### src/rtl/mem_arbiter_pkg.sv
// Shared encodings for the SPI memory front end: access sizes, FSM states, grant owner.
// Pure declarations; no latency and no backpressure.
package mem_arbiter_pkg;

  localparam logic [1:0] SIZE_BYTE = 2'd0;
  localparam logic [1:0] SIZE_HALF = 2'd1;
  localparam logic [1:0] SIZE_WORD = 2'd2;

  localparam logic [2:0] NBYTES_1 = 3'd1;
  localparam logic [2:0] NBYTES_2 = 3'd2;
  localparam logic [2:0] NBYTES_4 = 3'd4;

  typedef enum logic [1:0] {
    IDLE = 2'd0,
    BUSY = 2'd1,
    DONE = 2'd2
  } state_t;

  typedef enum logic {
    OWNER_IF = 1'b0,
    OWNER_LS = 1'b1
  } owner_t;

  // Size code 3 behaves exactly like a word access.
  function automatic logic [1:0] norm_size(input logic [1:0] size);
    return (size == SIZE_BYTE || size == SIZE_HALF) ? size : SIZE_WORD;
  endfunction

  function automatic logic [2:0] size_to_nbytes(input logic [1:0] size);
    case (norm_size(size))
      SIZE_BYTE: return NBYTES_1;
      SIZE_HALF: return NBYTES_2;
      default:   return NBYTES_4;
    endcase
  endfunction

  function automatic logic misaligned(input logic [1:0] size, input logic [1:0] addr_lo);
    case (norm_size(size))
      SIZE_BYTE: return 1'b0;
      SIZE_HALF: return addr_lo[0];
      default:   return addr_lo != 2'b00;
    endcase
  endfunction

endpackage

### src/rtl/mem_load_format.sv
// Extracts an N-byte read from the top bytes of the SPI read word and zero/sign-extends it.
// Purely combinational; no backpressure.
module mem_load_format
  import mem_arbiter_pkg::*;
(
  input  logic [31:0] raw,
  input  logic [1:0]  size,
  input  logic        is_unsigned,
  output logic [31:0] data
);

  logic sign_bit;

  assign sign_bit = ~is_unsigned & raw[31];

  always_comb begin
    data = raw;
    case (size)
      SIZE_BYTE: data = {{24{sign_bit}}, raw[31:24]};
      SIZE_HALF: data = {{16{sign_bit}}, raw[31:16]};
      default:   data = raw;
    endcase
  end

endmodule

### src/rtl/mem_arbiter.sv
// Fetch vs load/store arbiter for the SPI memory block; start one edge after grant, done one cycle after mem_done.
// Requesters hold until their done pulse; optional alignment trap via MEM_ARBITER_ALIGN_CHECK_EN.
module mem_arbiter
  import mem_arbiter_pkg::*;
(
  input  logic        clk,
  input  logic        rst_n,
  input  logic        if_req,
  input  logic [31:0] if_addr,
  output logic [31:0] if_rdata,
  output logic        if_done,
  input  logic        ls_req,
  input  logic        ls_write,
  input  logic [1:0]  ls_size,
  input  logic        ls_unsigned,
  input  logic [31:0] ls_addr,
  input  logic [31:0] ls_wdata,
  output logic [31:0] ls_rdata,
  output logic        ls_done,
  output logic        ls_err,
  output logic        mem_start,
  output logic [2:0]  mem_num_bytes,
  output logic [31:0] mem_addr,
  output logic        mem_is_write,
  output logic [31:0] mem_wdata,
  input  logic [31:0] mem_rdata,
  input  logic        mem_done
);

  state_t      state_q, state_d;
  owner_t      owner_q;
  logic [1:0]  size_q;
  logic        unsigned_q;
  logic [31:0] fmt_data;
  logic        ls_bad;

`ifdef MEM_ARBITER_ALIGN_CHECK_EN
  logic err_q;

  assign ls_bad = ls_req && misaligned(ls_size, ls_addr[1:0]);

  always_ff @(posedge clk) begin
    if (!rst_n) err_q <= 1'b0;
    else        err_q <= (state_q == IDLE) && ls_bad;
  end

  assign ls_err = err_q;
`else
  assign ls_bad = 1'b0;
  assign ls_err = 1'b0;
`endif

  mem_load_format u_fmt (
    .raw         (mem_rdata),
    .size        (size_q),
    .is_unsigned (unsigned_q),
    .data        (fmt_data)
  );

  always_ff @(posedge clk) begin
    if (!rst_n) state_q <= IDLE;
    else        state_q <= state_d;
  end

  always_comb begin
    state_d = state_q;
    case (state_q)
      IDLE: begin
        if (ls_req)      state_d = ls_bad ? DONE : BUSY;
        else if (if_req) state_d = BUSY;
      end
      BUSY:    if (mem_done) state_d = DONE;
      DONE:    state_d = IDLE;
      default: state_d = IDLE;
    endcase
  end

  // Done pulses are set on entry to DONE and cleared by default, so they last one cycle.
  always_ff @(posedge clk) begin
    if (!rst_n) begin
      owner_q       <= OWNER_IF;
      size_q        <= SIZE_WORD;
      unsigned_q    <= 1'b0;
      mem_start     <= 1'b0;
      mem_num_bytes <= 3'd0;
      mem_addr      <= 32'd0;
      mem_is_write  <= 1'b0;
      mem_wdata     <= 32'd0;
      if_rdata      <= 32'd0;
      ls_rdata      <= 32'd0;
      if_done       <= 1'b0;
      ls_done       <= 1'b0;
    end else begin
      if_done <= 1'b0;
      ls_done <= 1'b0;
      case (state_q)
        IDLE: begin
          if (ls_req && ls_bad) begin
            owner_q <= OWNER_LS;
            ls_done <= 1'b1;
          end else if (ls_req) begin
            owner_q       <= OWNER_LS;
            size_q        <= norm_size(ls_size);
            unsigned_q    <= ls_unsigned;
            mem_start     <= 1'b1;
            mem_num_bytes <= size_to_nbytes(ls_size);
            mem_addr      <= ls_addr;
            mem_is_write  <= ls_write;
            mem_wdata     <= ls_wdata;
          end else if (if_req) begin
            owner_q       <= OWNER_IF;
            size_q        <= SIZE_WORD;
            unsigned_q    <= 1'b0;
            mem_start     <= 1'b1;
            mem_num_bytes <= NBYTES_4;
            mem_addr      <= if_addr;
            mem_is_write  <= 1'b0;
            mem_wdata     <= 32'd0;
          end
        end
        BUSY: begin
          if (mem_done) begin
            mem_start <= 1'b0;
            if (owner_q == OWNER_LS) begin
              ls_done <= 1'b1;
              if (!mem_is_write) ls_rdata <= fmt_data;
            end else begin
              if_done  <= 1'b1;
              if_rdata <= fmt_data;
            end
          end
        end
        default: ;
      endcase
    end
  end

endmodule

### config.mk
export PLATFORM = sky130hd
export DESIGN_NAME = mem_arbiter
export DESIGN_NICKNAME = d
export VERILOG_FILES = /design/src/rtl/mem_arbiter_pkg.sv /design/src/rtl/mem_load_format.sv /design/src/rtl/mem_arbiter.sv
export SDC_FILE = /design/constraint.sdc
export NUM_CORES = 1
export LEC_CHECK = 0
export CAP_MARGIN = 20
export CORE_ASPECT_RATIO = 0.8
export CORE_MARGIN = 4
export CORE_UTILIZATION = 41
export CTS_CLUSTER_DIAMETER = 80
export DETAILED_ROUTE_END_ITERATION = 8
export PLACE_DENSITY = 0.77
export SLEW_MARGIN = 20
export SYNTH_ARGS = -nofsm -noshare
export SYNTH_HDL_FRONTEND = slang
export SYNTH_SLANG_ARGS = --single-unit
### constraint.sdc
create_clock -name clk -period 1.7 [get_ports clk]
set_input_delay 0.34 -clock clk [delete_from_list [all_inputs] [get_ports clk]]
set_output_delay 0.34 -clock clk [all_outputs]
set_load 0.05 [all_outputs]
# [Yosys cells after proc, flatten, opt, wreduce, memory -nomap -nowiden]
# Cells that the tools add are included.
[totals] register_bits=141 in_bits=137 out_inout_bits=136
[classes] n_eq_ne=6 n_mux=25 bitwise=4 reduce_logical=13
[ops] cell="$mux 32" n=4
[ops] cell="$pmux 32 s2" n=1
[ops] cell="$mux 2" n=6
[ops] cell="$mux 1" n=9
[ops] cell="$reduce_and 3->1" n=3
[ops] cell="$eq 2x1->1 const B" n=4
[ops] cell="$logic_not 2->1" n=4
[ops] cell="$mux 3" n=2
[ops] cell="$pmux 3 s2" n=1
[ops] cell="$pmux 2 s2" n=1
[ops] cell="$reduce_and 2->1" n=2
[ops] cell="$reduce_and 4->1" n=1
[ops] cell="$reduce_bool 2->1" n=2
[ops] cell="$ne 3x3->1 const B" n=1
[ops] cell="$not 1->1" n=3
[ops] cell="$ne 2x2->1 const B" n=1
[ops] cell="$pmux 1 s2" n=1
[ops] cell="$and 1x1->1" n=1
[ops] cell="$logic_or 1x1->1" n=1

# [Logic depth before layout (Yosys ltp)]
# Gate-level depths: netlist (run 1).
[depth] depth_word=6 ltp_mapped=6

# [By module]
# Synthesis (run 1) repeated with hierarchy kept, for this count alone.
[hier_totals] hier_cells=657 area_unflattened_um2=5954.5
[modules_own_cells] mod="mem_arbiter" n_inst=1 cells_each=587 area_per_inst_um2=5441.5
[modules_own_cells] mod="mem_load_format" n_inst=1 cells_each=70 area_per_inst_um2=513.0

# [Worst setup path after synthesis (run 1)]
# Ideal clock, no wire load.
[synth_timing] path_kind="register to register" from="register mem_is_write" to="register ls_rdata[13]" setup_time_ps=70 arrival_ps=1330 required_ps=1630 setup_slack_ps=300 stages_incl_launch_ff=5 cell_sequence="dfxtp_1 -> nand3b_1 -> buf_2 -> nand2_1 -> a21boi_1"
[synth_between] elab_chain_cells=2
[synth_lines] item="from (decl)" line_no="mem_arbiter.sv:24" source="output logic mem_is_write,"
[synth_lines] item="from (signal assigned)" line_no="mem_arbiter.sv:108" source="mem_is_write <= ls_write;"
[synth_lines] item="$not 1->1 (no source line)"
[synth_lines] item="$reduce_and 4->1 (no source line)"
[synth_lines] item="to (signal assigned)" line_no="mem_arbiter.sv:126" source="if (!mem_is_write) ls_rdata <= fmt_data;"
[synth_lines] item="to (decl)" line_no="mem_arbiter.sv:18" source="output logic [31:0] ls_rdata,"
# Every way passes these cells.
# A chain may end at the register's enable or synchronous reset.

# [Final worst setup path (run 1)]
[layout_timing] from="input port mem_done" to="register if_rdata[17]"
[layout_between] elab_chain_cells=1
[layout_lines] item="from (decl)" line_no="mem_arbiter.sv:27" source="input logic mem_done"
[layout_lines] item="$reduce_and 3->1 (no source line)"
[layout_lines] item="to (signal assigned)" line_no="mem_arbiter.sv:129" source="if_rdata <= fmt_data;"
[layout_lines] item="to (decl)" line_no="mem_arbiter.sv:10" source="output logic [31:0] if_rdata,"
# Every way passes these cells.

==> out/results.ini, run 1 <==
[run_status]
run_status = completed

[routing]
drtIter0Drc = 256
wl_per_cell_um = 18.3
drt-total-wl_mm = 19.0
vias = 5462
ant_nets = 0
drc = 0
drt_pre_antenna_iters = 5
via_per_inst = 5.27

[timing]
hold_viol = 0
setup_violations = 0
worst_slack_ps = 129
fmax_ghz = 0.636
worst_pin_slew_ps = 662
drv_slew = 0
rsz0062_at_grt = no
skew_ps = 4.52
fin_crit_sh_pct = 92.4
fin_crit_ps = 1570
slew_headroom_pct = 55.8

[power]
irDropWorstVdd_v = 0.000687
p_per_area_nw_per_um2 = 1090
p_leak_uw = 0.00442

[clock_network]
cts_inserted_buffers = 17
cts_sinks = 141
clockBufferDepth = 2
cts_tree = yes
hold_buffers = 0
clockRootBuffer = clkbuf_16
post-cts-setup-buffer-count = 0
cts.htree.levels = 4
clock_latency_ps = 410
clk_pin_slew_ps = 60

[placed_design]
dp_hpwl_mm = 13.9
preCtsSetupSlack_ps = -428
port_buffers = 271
dpl.cell_count = 1005
gp_congestion = 0.907

[synthesis]
synth.most_common_cell = dfxtp_1
synth_edf_count = 0
syn-num-nets = 726
synth_warnings = 0
avgSynthCellArea_um2 = 9.80
synth_common_cells = dfxtp_1 (141), nand2_1 (93), o211a_1 (64), mux2i_1 (40), nor2b_1 (37)
ys_ff_latch = 141
synth.area.top_cells = dfxtp_1 (49%), o211a_1 (11%), mux2i_1 (6.9%)
async_flop_share_pct = 0
synth_area_leader_cell = dfxtp_1
synth-main-ff-cell = dfxtp_1
synth_top_area_share_pct = 48.9
yosysSeqAreaShare_pct = 48.9
syn_area_um2 = 5770
syn_inst = 589
ys_types = 34

[critical_path]
crit_fanout = 32
path_class = primary input to flop
crit_start = mem_done
crit_required_ps = 2000
crit_path_end_kind = flop
regToRegStartpoint = state_q[0]
r2r_slack_ps = 140
setup.worst_path.end = if_rdata[17]
critical_path.reg2reg.endpoint = if_rdata[17]
reg2reg_depth = 6
critPathLaunchType = primary input
critPathArrivalTime_ps = 1870

[finish]
final_util_pct = 66.3
num-nets-final = 981
drive_gt1_share_pct = 23.7
syn_to_final_growth_pct = 57.3
n_antenna_cell = 0
fin_cells = 1037

[floorplan]
die-area_um2 = 16100
coreArea_um2 = 13700
die_h_um = 114
row_count = 38
ioPinCount = 273
fp.dieW_um = 141
start_util_pct = 42.2

[min_path]
hold_path_depth = 2
hold_class = primary input to flop

[global_routing]
overflow = 0
grt.total_usage_pct = 22.8
first_global_vias = 5418
grt_first_pass_wirelength_mm = 29.0
grt_max_degree = 47
antenna_found_initial = 0

[run]
cap_violations = 0

## critical path, stage by stage
cell and delay (ps):
clkdlybuf4s50_1 520, nand3b_1 170, buf_4 200, nor2_4 190, buf_12 220, nand2_1 90
o211a_1 140
## state kept, by name (all words and copies together), names as in the netlist
| signal | count |
|---|---|
| if_rdata | 32 |
| ls_rdata | 32 |
| mem_addr | 32 |
| mem_wdata | 32 |
| mem_num_bytes | 3 |
| size_q | 2 |
| state_q | 2 |
| if_done | 1 |
| ls_done | 1 |
| mem_is_write | 1 |
| mem_start | 1 |
| owner_q | 1 |
| unsigned_q | 1 |
## metrics by stage
step / setup TNS [ps] / power [µW] / instance area (µm²) / hold slack (ps)
2_1_floorplan: 0 / 5040 / 5770 / 487
3_3_place_gp: -13190 / 5920 / 8430 / 446
3_5_place_dp: -17050 / 5960 / 8430 / 454
4_1_cts: 0 / 9960 / 9070 / 371
5_1_grt: 0 / 10200 / 9080 / 383
6_report: 0 / 9880 / 9080 / 390
## logic make-up after synthesis
family          share of synthesized area, %
simple gates                            15.5
other cells                           0.0650
mux                                     8.50
buf+inv                                 4.49
compound gates                          22.6
flops                                   48.9
## where the power goes
part	switching, µW	leakage [µW]	internal [µW]
clock	1380	0.000310	2620
sequential	130	0.00115	3520
combinational	1340	0.00296	897
## final cells by class
cell class	instances	area (µm²)
repair buffers	290	2660
inverters	2	7.51
multi-input cells	392	2720
clock inverters	9	158
flip-flops and latches	141	2820
fillers	1085	4610
clock buffers	23	488
well taps	180	225
## layer usage
metal | global-route usage [%] | share of wire (%) | vias to the layer above
li1 | - | - | 2616
met1 | 27.8 | 41 | 2550
met2 | 38.0 | 48 | 266
met3 | 7.43 | 8.7 | 30
met4 | 7.94 | 2.2 | 0
met5 | 0 | 0 | -
## how the worst min path moves through the flow
stage             startpoint      endpoint  slack, ps
5_1_grt                rst_n  if_rdata[20]        380
2_1_floorplan  mem_rdata[31]  ls_rdata[31]        490
6_report               rst_n  if_rdata[20]        390
3_3_place_gp     ls_rdata[9]   ls_rdata[9]        450
4_1_cts                rst_n  if_rdata[20]        370
3_5_place_dp    ls_rdata[31]  ls_rdata[31]        450
## placed cells by master (no fill, tap or decap), types with 4 or more instances in the layout
| cell | Yosys | layout |
|---|---|---|
| dfxtp_1 | 141 | 140 |
| a21oi_1 | 16 | 16 |
| nand4_1 | 7 | 7 |
| buf_4 | 5 | 143 |
| mux2_2 | 8 | 8 |
| o22ai_1 | 8 | 8 |
| o211a_1 | 64 | 64 |
| clkbuf_8 | 0 | 4 |
| a21boi_1 | 8 | 8 |
| a22oi_1 | 36 | 36 |
| nand3_1 | 17 | 17 |
| mux2i_1 | 40 | 40 |
| nor2b_1 | 37 | 37 |
| bufinv_16 | 0 | 4 |
| a21boi_0 | 4 | 4 |
| nand2b_1 | 9 | 9 |
| nand2_1 | 93 | 93 |
| buf_12 | 0 | 12 |
| clkbuf_16 | 0 | 17 |
| o21ai_0 | 18 | 18 |
| a211o_1 | 7 | 7 |
| clkdlybuf4s50_1 | 0 | 134 |
## what timing repair did
action | 4_1_cts | 5_1_grt
endpoints found under the setup margin | 0 | 30
gates resized for setup | 0 | 1
endpoints found under the hold margin | 0 | 0
Power figures use the tool's default switching activity.
==> inputs of run 2 (changes only) <==
SKIP_CTS_REPAIR_TIMING = 1   (was unset)
==> results of run 2 <==
Same layout as run 1: the final DEF is identical, and so are final timing and power.
==> inputs of run 3 (changes only) <==
CORE_UTILIZATION = 37   (was 41)
PLACE_DENSITY = 0.73   (was 0.77)
clock period = 1.31 ns   (was 1.7 ns; I/O delays follow)
==> out/results.ini, run 3 (synthesis gave the netlist of run 1 again) <==
[floorplan]
coreArea_um2 = 15200  ; +11%
die-area_um2 = 17700  ; +10%
fp.dieW_um = 148  ; +5.0%
ioPinCount = 273  ; unchanged
start_util_pct = 38.1  ; -4.1 points
row_count = 40  ; +5.3%
die_h_um = 120  ; +4.9%

[global_routing]
grt_max_degree = 51  ; +8.5%
antenna_found_initial = 0  ; unchanged
overflow = 0  ; unchanged
grt.total_usage_pct = 22.9  ; +0.14 points
first_global_vias = 5909  ; +9.1%
grt_first_pass_wirelength_mm = 32.0  ; +10%

[min_path]
hold_start = rst_n
hold_class = primary input to flop
hold_path_depth = 2  ; unchanged

[placed_design]
preCtsSetupSlack_ps = -744  ; -316 ps
gp_congestion = 0.800  ; -12%
placedInstanceArea_um2 = 10300  ; +23%
port_buffers = 271  ; unchanged
dp_hpwl_mm = 15.8  ; +14%

[critical_path]
cpMostUsedCell = buf_12
reg2reg_depth = 7  ; +1
crit_start = state_q[1]
critPathLaunchType = flop
crit_required_ps = 1640  ; -360 ps
path_class = flop to flop
crit_path_end_kind = flop
regToRegStartpoint = state_q[1]
crit_chain = nand3b_1 > buf_6 > nor2_4 > buf_12 > buf_12 > nand4_1 > o21ai_0
crit_path_top_delay_cell = dfxtp_2
critPathArrivalTime_ps = 1810  ; -60 ps
crit_fanout = 22  ; -31%
cpPeakStageDelay_ps = 320  ; -200 ps

[timing]
fmax_ghz = 0.677
setup_violations = 94  ; +94
whs_ps = 265  ; -125 ps
tns_ps = -6780  ; -6780 ps
skew_ps = 7.74  ; +3.22 ps
rsz0062_at_grt = yes
hold_viol = 0  ; unchanged
fin_crit_sh_pct = 113
drv_slew = 0  ; unchanged
worst_slack_ps = -168  ; -297 ps
fin_crit_ps = 1480

[power]
p_leak_uw = 0.00533  ; +21%
p_per_area_nw_per_um2 = 1190  ; +8.9%
irDropWorstVdd_v = 0.000973  ; +42%

[routing]
wl_met1_mm = 8.97  ; +14%
ant_nets = 0  ; unchanged
drtIter0Drc = 341  ; +33%
via_per_inst = 5.48  ; +4.1%
wl_met2_mm = 12.4  ; +37%
drc = 0  ; unchanged
dr.max_layer_used = met4
wl_per_cell_um = 21.9  ; +20%
drt-total-wl_mm = 24.5  ; +29%
dr_wl_met3_mm = 2.28  ; +38%
vias = 6125  ; +12%
drt_pre_antenna_iters = 6  ; +1

[clock_network]
clockRootBuffer = clkbuf_16
clock_latency_ps = 430  ; +20 ps
cts.htree.levels = 4  ; unchanged
cts_sinks = 141  ; unchanged
clockBufferDepth = 2  ; unchanged
cts_tree = yes
cts_inserted_buffers = 17  ; unchanged
clk_pin_slew_ps = 60  ; about the same

[finish]
final_util_pct = 79.1  ; +13 points
num-nets-final = 1032  ; +5.2%
regArea_um2 = 2830  ; +0.22%
syn_to_final_growth_pct = 108
final_cell_mix = buf_12 (156), dfxtp_1 (137), clkdlybuf4s50_1 (133)
final_area_um2 = 12000  ; +32%
n_fill_cell = 833  ; -23%
layout_commonest_cell = buf_12
n_antenna_cell = 0  ; unchanged
drive_gt1_share_pct = 36.3  ; +13 points
multi_input_area_um2 = 3160  ; +16%

[run]
cap_violations = 0  ; unchanged

[run_status]
violations = setup timing
run_status = finished with violations

run 3: cell count changes in the layout (fill, tap and decap cells not counted), moves of 8 or more:
cell	before	now
o21ai_0	18	9
buf_4	143	25
buf_12	12	156
a22oi_2	0	25
a22oi_1	36	11
clkbuf_16	17	31
nand2_1	93	77
buf_6	0	10
nand2_4	0	10
nand3_1	17	9
run 3: worst paths after layout:
path | endpoint | slack [ps]
max reg2reg | if_rdata[8] | -170
max | if_rdata[8] | -170
min reg2reg | ls_rdata[12] | 510
min | mem_addr[27] | 260
run 3: routing by layer:
| layer | track usage (%) | vias to the layer above |
|---|---|---|
| met5 | 0 | - |
| met1 | 26.1 | 2964 |
| met2 | 39.5 | 359 |
| li1 | - | 2730 |
| met4 | 8.09 | 0 |
| met3 | 8.53 | 72 |
run 3: layout make-up:
class                           instances  share of cell area, %
Clock buffer                           19                   3.69
Inverter                                2                 0.0626
Clock inverter                         12                   1.42
Multi-Input combinational cell        393                   26.3
Sequential cell                       141                   23.6
Tap cell                              210                   2.19
Timing Repair Buffer                  340                   42.7
run 3: power breakdown:
group	internal, µW	total (µW)	switching (µW)	leakage [µW]
Sequential	4570	4910	337	0.00116
Clock	3210	5090	1870	0.000302
Combinational	2200	4220	2030	0.00387
run 3: worst max-delay path, delay by kind of cell, from the launching register on:
kind / cells / cell delay [ps]
buffers and inverters: 3 / 490
AOI/OAI and AO/OA: 1 / 110
DFF: 1 / 320
and+or+nand+nor: 3 / 470
run 3: metrics by stage:
| step | cells | power (µW) |
|---|---|---|
| floorplan | 589 | 6550 |
| global placement | 1062 | 8520 |
| detailed placement | 1062 | 8600 |
| CTS | 1093 | 13600 |
| global route | 1117 | 14600 |
| finish | 1117 | 14200 |
